File: src/rtl/mdu_iter_if.sv
// ============================================================================
// Module   : mdu_iter_if
// Brief    : Request/response bundle between the EX stage and the
//            iterative multiply/divide unit.
// Revision : 1.0
// ============================================================================
`default_nettype none

interface mdu_iter_if #(
  parameter int WIDTH = 32
);
  logic                   start;
  logic [1:0]             op;
  logic [WIDTH-1:0]       A;
  logic [WIDTH-1:0]       B;
  logic                   flush;
  logic                   busy;
  logic                   done;
  logic [2*WIDTH-1:0]     result;

  modport master (
    output start, op, A, B, flush,
    input  busy, done, result
  );

  modport slave (
    input  start, op, A, B, flush,
    output busy, done, result
  );
endinterface

`default_nettype wire

File: src/rtl/mdu_iter.sv
// ============================================================================
// Module   : mdu_iter
// Brief    : Iterative MULT/MULTU/DIV/DIVU unit producing {HI,LO}, one
//            result bit per cycle over WIDTH iterations.
// Revision : 1.0
// ============================================================================
`default_nettype none

module mdu_iter #(
  parameter int WIDTH = 32
) (
  input  logic        clk,
  input  logic        rst,
  mdu_iter_if.slave   bus
);

  localparam int CW = $clog2(WIDTH);

  typedef enum logic [2:0] {
    S_IDLE = 3'd0,
    S_PREP = 3'd1,
    S_ITER = 3'd2,
    S_FIX  = 3'd3,
    S_DONE = 3'd4
  } state_e;

  state_e             state_q, state_d;
  logic               div_q, div_d;
  logic               sa_q, sa_d;
  logic               sb_q, sb_d;
  logic [WIDTH-1:0]   a_q, a_d;
  logic [WIDTH-1:0]   b_q, b_d;
  logic [CW-1:0]      cnt_q, cnt_d;
  logic [2*WIDTH-1:0] acc_q, acc_d;
  logic [2*WIDTH-1:0] result_q, result_d;
  logic               busy_q, busy_d;
  logic               done_q, done_d;

  logic [WIDTH-1:0]   a_mag, b_mag;
  logic [WIDTH:0]     mul_sum;
  logic [2*WIDTH-1:0] mul_step;
  logic [WIDTH:0]     rem_sh;
  logic               div_ge;
  logic [WIDTH-1:0]   diff_lo;
  logic [2*WIDTH-1:0] div_step;
  logic [WIDTH-1:0]   quo_fix, rem_fix;
  logic [2*WIDTH-1:0] mul_fix;

  // acc holds {HI,LO}: multiply shifts right with the multiplier in LO,
  // divide shifts left with the dividend in LO and the remainder in HI.
  always_comb begin
    a_mag    = sa_q ? -a_q : a_q;
    b_mag    = sb_q ? -b_q : b_q;
    mul_sum  = {1'b0, acc_q[2*WIDTH-1:WIDTH]} + (acc_q[0] ? {1'b0, a_q} : '0);
    mul_step = {mul_sum, acc_q[WIDTH-1:1]};
    rem_sh   = acc_q[2*WIDTH-1:WIDTH-1];
    div_ge   = (rem_sh >= {1'b0, b_q});
    diff_lo  = rem_sh[WIDTH-1:0] - b_q;
    div_step = {(div_ge ? diff_lo : rem_sh[WIDTH-1:0]), acc_q[WIDTH-2:0], div_ge};
    mul_fix  = (sa_q ^ sb_q) ? -acc_q : acc_q;
    // A zero divisor leaves remainder=|A| so HI restores A after the sign fix
    quo_fix  = (b_q == '0) ? '1 :
               ((sa_q ^ sb_q) ? -acc_q[WIDTH-1:0] : acc_q[WIDTH-1:0]);
    rem_fix  = sa_q ? -acc_q[2*WIDTH-1:WIDTH] : acc_q[2*WIDTH-1:WIDTH];
  end

  always_comb begin
    state_d  = state_q;
    div_d    = div_q;
    sa_d     = sa_q;
    sb_d     = sb_q;
    a_d      = a_q;
    b_d      = b_q;
    cnt_d    = cnt_q;
    acc_d    = acc_q;
    result_d = result_q;

    if (bus.flush && (state_q != S_IDLE)) begin
      state_d = S_IDLE;
    end else begin
      case (state_q)
        S_IDLE: begin
          if (bus.start && !bus.flush) begin
            state_d = S_PREP;
            div_d   = bus.op[1];
            a_d     = bus.A;
            b_d     = bus.B;
            sa_d    = ~bus.op[0] & bus.A[WIDTH-1];
            sb_d    = ~bus.op[0] & bus.B[WIDTH-1];
          end
        end
        S_PREP: begin
          a_d     = a_mag;
          b_d     = b_mag;
          acc_d   = div_q ? {{WIDTH{1'b0}}, a_mag} : {{WIDTH{1'b0}}, b_mag};
          cnt_d   = '0;
          state_d = S_ITER;
        end
        S_ITER: begin
          acc_d = div_q ? div_step : mul_step;
          cnt_d = cnt_q + CW'(1);
          if (cnt_q == CW'(WIDTH-1)) begin
            state_d = S_FIX;
          end
        end
        S_FIX: begin
          result_d = div_q ? {rem_fix, quo_fix} : mul_fix;
          state_d  = S_DONE;
        end
        S_DONE: begin
          state_d = S_IDLE;
        end
        default: begin
          state_d = S_IDLE;
        end
      endcase
    end

    busy_d = (state_d == S_PREP) || (state_d == S_ITER) || (state_d == S_FIX);
    done_d = (state_d == S_DONE);
  end

  always_ff @(posedge clk) begin
    if (rst) begin
      state_q  <= S_IDLE;
      div_q    <= 1'b0;
      sa_q     <= 1'b0;
      sb_q     <= 1'b0;
      a_q      <= '0;
      b_q      <= '0;
      cnt_q    <= '0;
      acc_q    <= '0;
      result_q <= '0;
      busy_q   <= 1'b0;
      done_q   <= 1'b0;
    end else begin
      state_q  <= state_d;
      div_q    <= div_d;
      sa_q     <= sa_d;
      sb_q     <= sb_d;
      a_q      <= a_d;
      b_q      <= b_d;
      cnt_q    <= cnt_d;
      acc_q    <= acc_d;
      result_q <= result_d;
      busy_q   <= busy_d;
      done_q   <= done_d;
    end
  end

  assign bus.busy   = busy_q;
  assign bus.done   = done_q;
  assign bus.result = result_q;

endmodule

`default_nettype wire

File: src/flat_wrapper.sv
// flat-port wrapper written by rule: the top's interface ports become plain ports
module mdu_iter_flat 
#(
  parameter int WIDTH = 32
)
  (clk, rst, bus_start, bus_op, bus_A, bus_B, bus_flush, bus_busy, bus_done, bus_result);
  mdu_iter_if #(.WIDTH(WIDTH)) bus_i ();
  input  logic clk;
  input  logic rst;
  input wire logic [$bits(bus_i.start)-1:0] bus_start;
  input wire logic [$bits(bus_i.op)-1:0] bus_op;
  input wire logic [$bits(bus_i.A)-1:0] bus_A;
  input wire logic [$bits(bus_i.B)-1:0] bus_B;
  input wire logic [$bits(bus_i.flush)-1:0] bus_flush;
  output wire logic [$bits(bus_i.busy)-1:0] bus_busy;
  output wire logic [$bits(bus_i.done)-1:0] bus_done;
  output wire logic [$bits(bus_i.result)-1:0] bus_result;
  assign bus_i.start = bus_start;
  assign bus_i.op = bus_op;
  assign bus_i.A = bus_A;
  assign bus_i.B = bus_B;
  assign bus_i.flush = bus_flush;
  assign bus_busy = bus_i.busy;
  assign bus_done = bus_i.done;
  assign bus_result = bus_i.result;
  mdu_iter #(.WIDTH(WIDTH)) u_core (.clk(clk), .rst(rst), .bus(bus_i));
endmodule
File: config.mk
export PLATFORM = sky130hd
export DESIGN_NAME = mdu_iter_flat
export DESIGN_NICKNAME = d
export VERILOG_FILES = /design/src/rtl/mdu_iter_if.sv /design/src/rtl/mdu_iter.sv /design/src/flat_wrapper.sv
export SDC_FILE = /design/constraint.sdc
export NUM_CORES = 1
export LEC_CHECK = 0
export BUFFER_PORTS_ARGS = -buffer_cell sky130_fd_sc_hd__buf_2
export CAP_MARGIN = 20
export CORE_ASPECT_RATIO = 0.8
export CORE_MARGIN = 2
export CORE_UTILIZATION = 50
export CTS_CLUSTER_DIAMETER = 30
export DETAILED_ROUTE_END_ITERATION = 16
export GPL_TIMING_DRIVEN = 0
export PLACE_DENSITY = 0.67
export SLEW_MARGIN = 20
export SYNTH_ARGS = -nofsm -noshare
export SYNTH_HDL_FRONTEND = slang
export SYNTH_SLANG_ARGS = --single-unit
export TNS_END_PERCENT = 100
File: constraint.sdc
create_clock -name clk -period 6.2 [get_ports clk]
set_clock_uncertainty 0.15 [all_clocks]
set_input_delay 1.24 -clock clk [delete_from_list [all_inputs] [get_ports clk]]
set_output_delay 1.24 -clock clk [all_outputs]
set_load 0.01 [all_outputs]
# Word level (Yosys, flattened, before mapping)
# Cells that the tools add are included.
# classes
n_addsub,8
order_cmp,1
eq_ne,9
mux,21
bitwise_logic,5
reduce_logical,14
# op_table
operator,count
$mux 32,10
$mux 64,3
$neg 32->32,4
$pmux 32 s2,2
$pmux 64 s2,1
$neg 64->64,1
$add 32x33->33,1
$ge 33x32->1,1
$logic_not 32->1,1
$sub 32x32->32,1
$eq 3x2->1 const B,4
$pmux 3 s4,1
$pmux 5 s2,1
$mux 3,3
$eq 3x1->1 const B,2
$reduce_and 3->1,2
$add 5x1->5 const B,1
$eq 5x5->1 const B,1
$reduce_and 2->1,2
$reduce_bool 2->1,2
$eq 3x3->1 const B,1
$logic_not 3->1,1
$reduce_bool 3->1,1
$and 1x1->1,2
6 further kinds,9
# totals
register_bits,205
input_bits,70
output_inout_bits,66
word_cells,69

# Logic depth before layout (Yosys ltp)
# depth
ltp_word,8
depth_mapped,15
mapped_depth_nobuf,14

# Worst setup path after synthesis
# Ideal clock, no wire load.
# synth_timing
kind,register to register
from,register u_core.b_q[28]
to,register u_core.acc_q[60]
setup_ns,0.134
t_arrival_ns,3.422
required_time_ns,5.916
setup_slack_ns,2.493
stages_incl_launch_ff,15
path_buffers,4
period_less_slack_ns,3.707
cell_sequence,dfxtp_1 > clkbuf_1 > inv_1 > ha_1 > clkbuf_1 > nand4_1 > or4b_2 > or3_1 > o21ai_0 > a31oi_1 > a21o_1 > buf_1 > clkbuf_1 > a32oi_1 > o221ai_1
# synth_via
elab_chain_cells,4
elab_cells_between_ends,5
cone_classes,add/sub: 1; order compare: 1; mux: 3
# synth_lines
item,line,text
"start, declared",mdu_iter.sv:32,"logic [WIDTH-1:0] b_q, b_d;"
"start signal, assigned",mdu_iter.sv:130,b_q <= '0;
"start signal, assigned",mdu_iter.sv:142,b_q <= b_d;
$sub 32x32->32 or $ge 33x32->1 (tied branches),"mdu_iter.sv:58, mdu_iter.sv:57",
$mux 32 (*),mdu_iter.sv:59,"div_step = {(div_ge ? diff_lo : rem_sh[WIDTH-1:0]), acc_q[WIDTH-2:0], div_ge};"
$mux 64 (*),mdu_iter.sv:100,acc_d = div_q ? div_step : mul_step;
$pmux 64 s2 (*),mdu_iter.sv:81,case (state_q)
"end signal, assigned",mdu_iter.sv:132,acc_q <= '0;
"end signal, assigned",mdu_iter.sv:144,acc_q <= acc_d;
"end, declared",mdu_iter.sv:34,"logic [2*WIDTH-1:0] acc_q, acc_d;"
# Mark *: on every way between the ends. The rest lies on a longest branch, timed or not.
# A chain may end at the register's enable or synchronous reset.

# Worst setup path in the final report
# Same ends and word-level chain as after synthesis.

==> flow_summary_export.csv <==
group,metric,value,unit
outcome,status,"complete, no violations",
critical_path,slowest_delay,730,ps
sta,fmax,201,MHz
placed_design,dpl.cell_count,2756,
synth,ys_seq_area_frac,0.255,
finish,n_antenna_cell,0,
synth,ys_types,77,
clock_network,cts_tree,"done",
placed_design,gp_congestion,1.07,
critical_path,cp_cell_sequence,"clkbuf_1 -> inv_1 -> ha_1 -> clkbuf_1 -> nand4_1 -> or4b_2 -> or3_1 -> o21ai_0 -> a31oi_1 -> a21o_1 -> buf_1 -> clkbuf_1 -> a32oi_1 -> o221ai_1",
synth,synth_flop_cell,"dfxtp_1",
sta,fin_ws,1230,ps
sta,slew_viol_final,0,
synth,ys_async_sr_fraction,0,
sta,setup_tns,0,ps
sta,slew_headroom,0.185,
critical_path,path_max_fanout,10,
route,wl,73000,um
route,vias,18800,
clock_network,cts_setup_buffers,0,
clock_network,post_cts_resized,0,
clock_network,clock_sinks,205,
route,dr.pass1.iters,6,
run,cap_violations,0,
synth,synth_common_cells,"nor2_1 (294), a21oi_1 (217), dfxtp_1 (205)",
sta,period_needed,4970,ps
grt,overflow,0,
finish,layout.nets,2534,
sta,worst_slew_pin_slew,1220,ps
synth,synth-edff-count,0,
clock_network,cts.hold.buffers_added,0,
critical_path,crit_path_start_kind,"register",
clock_network,cts.clk_slew.worst_paths,50,ps
power_and_ir_drop,power.leakage,7.96,nW
synth,syn_area_per_cell,7.32,um^2
placed_design,dpl.hpwl,57000,um
floorplan,die_h,165,um
critical_path,cp_data_arrival_time,5250,ps
route,drtIter0Drc,2512,
clock_network,cts_buffers,54,
synth,postSynthCellCount,2201,
synth,synth_top_area_share,0.255,
clock_network,clock_latency,590,ps
floorplan,rows,58,
critical_path,end_kind,"register",
critical_path,slowest_stage,"or4b_2",
floorplan,dieArea,0.0337,mm^2
route,viasPerCell,6.57,
clock_network,htree_levels,2,
synth,synth_top_area_cell,"dfxtp_1",
finish,instances_no_fill,2855,
sta,holdWs,300,ps
floorplan,start_util,0.511,
clock_network,clock-root-buffer,"clkbuf_16",
route,wire_per_inst,25.6,um
grt,grt_first_pass_wirelength,106000,um
grt,grt_max_degree,15,
critical_path,cp.required,6480,ps
placed_design,pre_cts_slack,1460,ps
grt,antenna_found_initial,2,
sta,final-setup-viol-count,0,
power_and_ir_drop,ir_drop,0.000239,V
finish,syn_to_final_growth,19.1,%
route,drc,0,
floorplan,pin_count,136,
synth,synth_area_leaders,"dfxtp_1 (25%), nor2_1 (6.8%), a21oi_1 (6.7%), ha_1 (5.4%), xnor2_1 (5.2%)",
floorplan,die_x,205,um
placed_design,port_buffers,134,
sta,grt_setup_unrepaired,"false",
clock_network,clk_path_buf_depth,3,
min_path,worstHoldPathType,"register to register",
power_and_ir_drop,p_per_area,271,mW/mm^2
synth,synth-seq-cells,205,
critical_path,critPathKind,"register to register",
sta,hold_viol_final,0,
synth,post-synth-top-count-cell,"nor2_1",
floorplan,coreArea,0.0316,mm^2
grt,grt_pass1_vias,17200,
route,drtAntennaViolNets,0,
finish,fill_cells,2974,
synth,yosysWarningCount,0,
finish,drive_above_1_share,0.110,
grt,track_usage,0.421,
synth,syn_nets,2343,
critical_path,cp_common_cell,"clkbuf_1",
sta,post-route-period-util,0.802,
synth,synth_area,0.0161,mm^2
[layout make-up]
cell class	count	area (um^2)	area share
multi-input combinational	1769	11200	0.581
tap	420	526	0.0274
clock inverter	31	400	0.0209
timing repair buffer	135	678	0.0353
buffer	164	629	0.0328
clock buffer	68	1470	0.0763
inverter	63	236	0.0123
sequential	205	4100	0.214
[critical path: cells and delay by family (launching register included)]
kind,cells,cell delay (ps)
buffers and inverters,5,1570
AND/OR/NAND/NOR,3,1330
AO/OA/AOI/OAI,5,1130
adder cells (fa/ha/maj),1,340
flip-flops,1,300
[sequential cells by signal (all words and copies together), names as in the netlist]
register and cells:
u_core.sa_q 1, u_core.b_q 32, u_core.a_q 32, u_core.bus.result 64
u_core.state_q 3, u_core.div_q 1, u_core.cnt_q 5, u_core.bus.busy 1
u_core.acc_q 64, u_core.bus.done 1, u_core.sb_q 1
[cells by family (layout without fill, tap and decap cells)]
kind of cell / after synthesis / in the layout / synth area share
AO/OA/AOI/OAI: 695 / 695 / 0.277
buffers and inverters: 227 / 461 / 0.0537
flip-flops: 205 / 205 / 0.255
multiplexers: 37 / 37 / 0.0324
adder cells (fa/ha/maj): 72 / 72 / 0.0568
AND/OR/NAND/NOR: 795 / 795 / 0.233
XOR/XNOR: 170 / 170 / 0.0924
[power breakdown]
group          switching (mW)  total (mW)  internal [mW]  leakage, nW
Clock                   0.928        2.89           1.96        0.893
Combinational           0.601       0.897          0.297         5.40
Sequential             0.0578        1.41           1.36         1.66
Total                    1.59        5.20           3.61         7.96
[final timing paths]
| path | start | endpoint | slack [ps] | cells past startpoint |
|---|---|---|---|---|
| worst max register to register | u_core.b_q[28] | u_core.acc_q[60] | 1230 | 14 |
| worst min register to register | u_core.bus.result[53] | u_core.bus.result[53] | 300 | 2 |
| worst max-delay path | u_core.b_q[28] | u_core.acc_q[60] | 1230 | 14 |
| worst min-delay path | u_core.bus.result[53] | u_core.bus.result[53] | 300 | 2 |
[cell usage in the layout, fill, tap and decap left out, types with 12 or more instances in the layout]
cell type,n
a21o_1,27
clkbuf_1,159
nor4_1,17
a31oi_1,12
xor2_1,74
ha_1,70
mux4_2,12
xnor2_1,96
dfxtp_1,205
mux2i_1,23
nor2b_1,17
nor3_1,71
nand3_1,30
and3_1,13
o31ai_1,27
inv_1,62
or3_1,39
and2_1,41
a21oi_1,217
o21ai_0,131
nand4_1,13
nand2_1,181
or4_1,22
nor2_1,294
o21bai_1,14
a211oi_1,93
o41ai_1,20
o22ai_1,14
nand2b_1,19
a22oi_1,31
buf_2,139
o211ai_1,15
clkbuf_16,55
[through the flow]
step	total power, mW	utilization	instance area [um^2]
2_1_floorplan	1.99	-	16100
3_3_place_gp	2.28	0.549	17300
3_5_place_dp	2.28	0.549	17300
4_1_cts	5.15	0.608	19200
5_1_grt	5.31	0.608	19200
6_report	5.20	0.608	19200
[layer usage]
layer / wire [um] / track usage
met1: 29400 / 0.558
met2: 29200 / 0.603
met3: 10500 / 0.142
met4: 3900 / 0.220
met5: 0 / 0
Note: power is estimated with default switching activity, not from simulation.
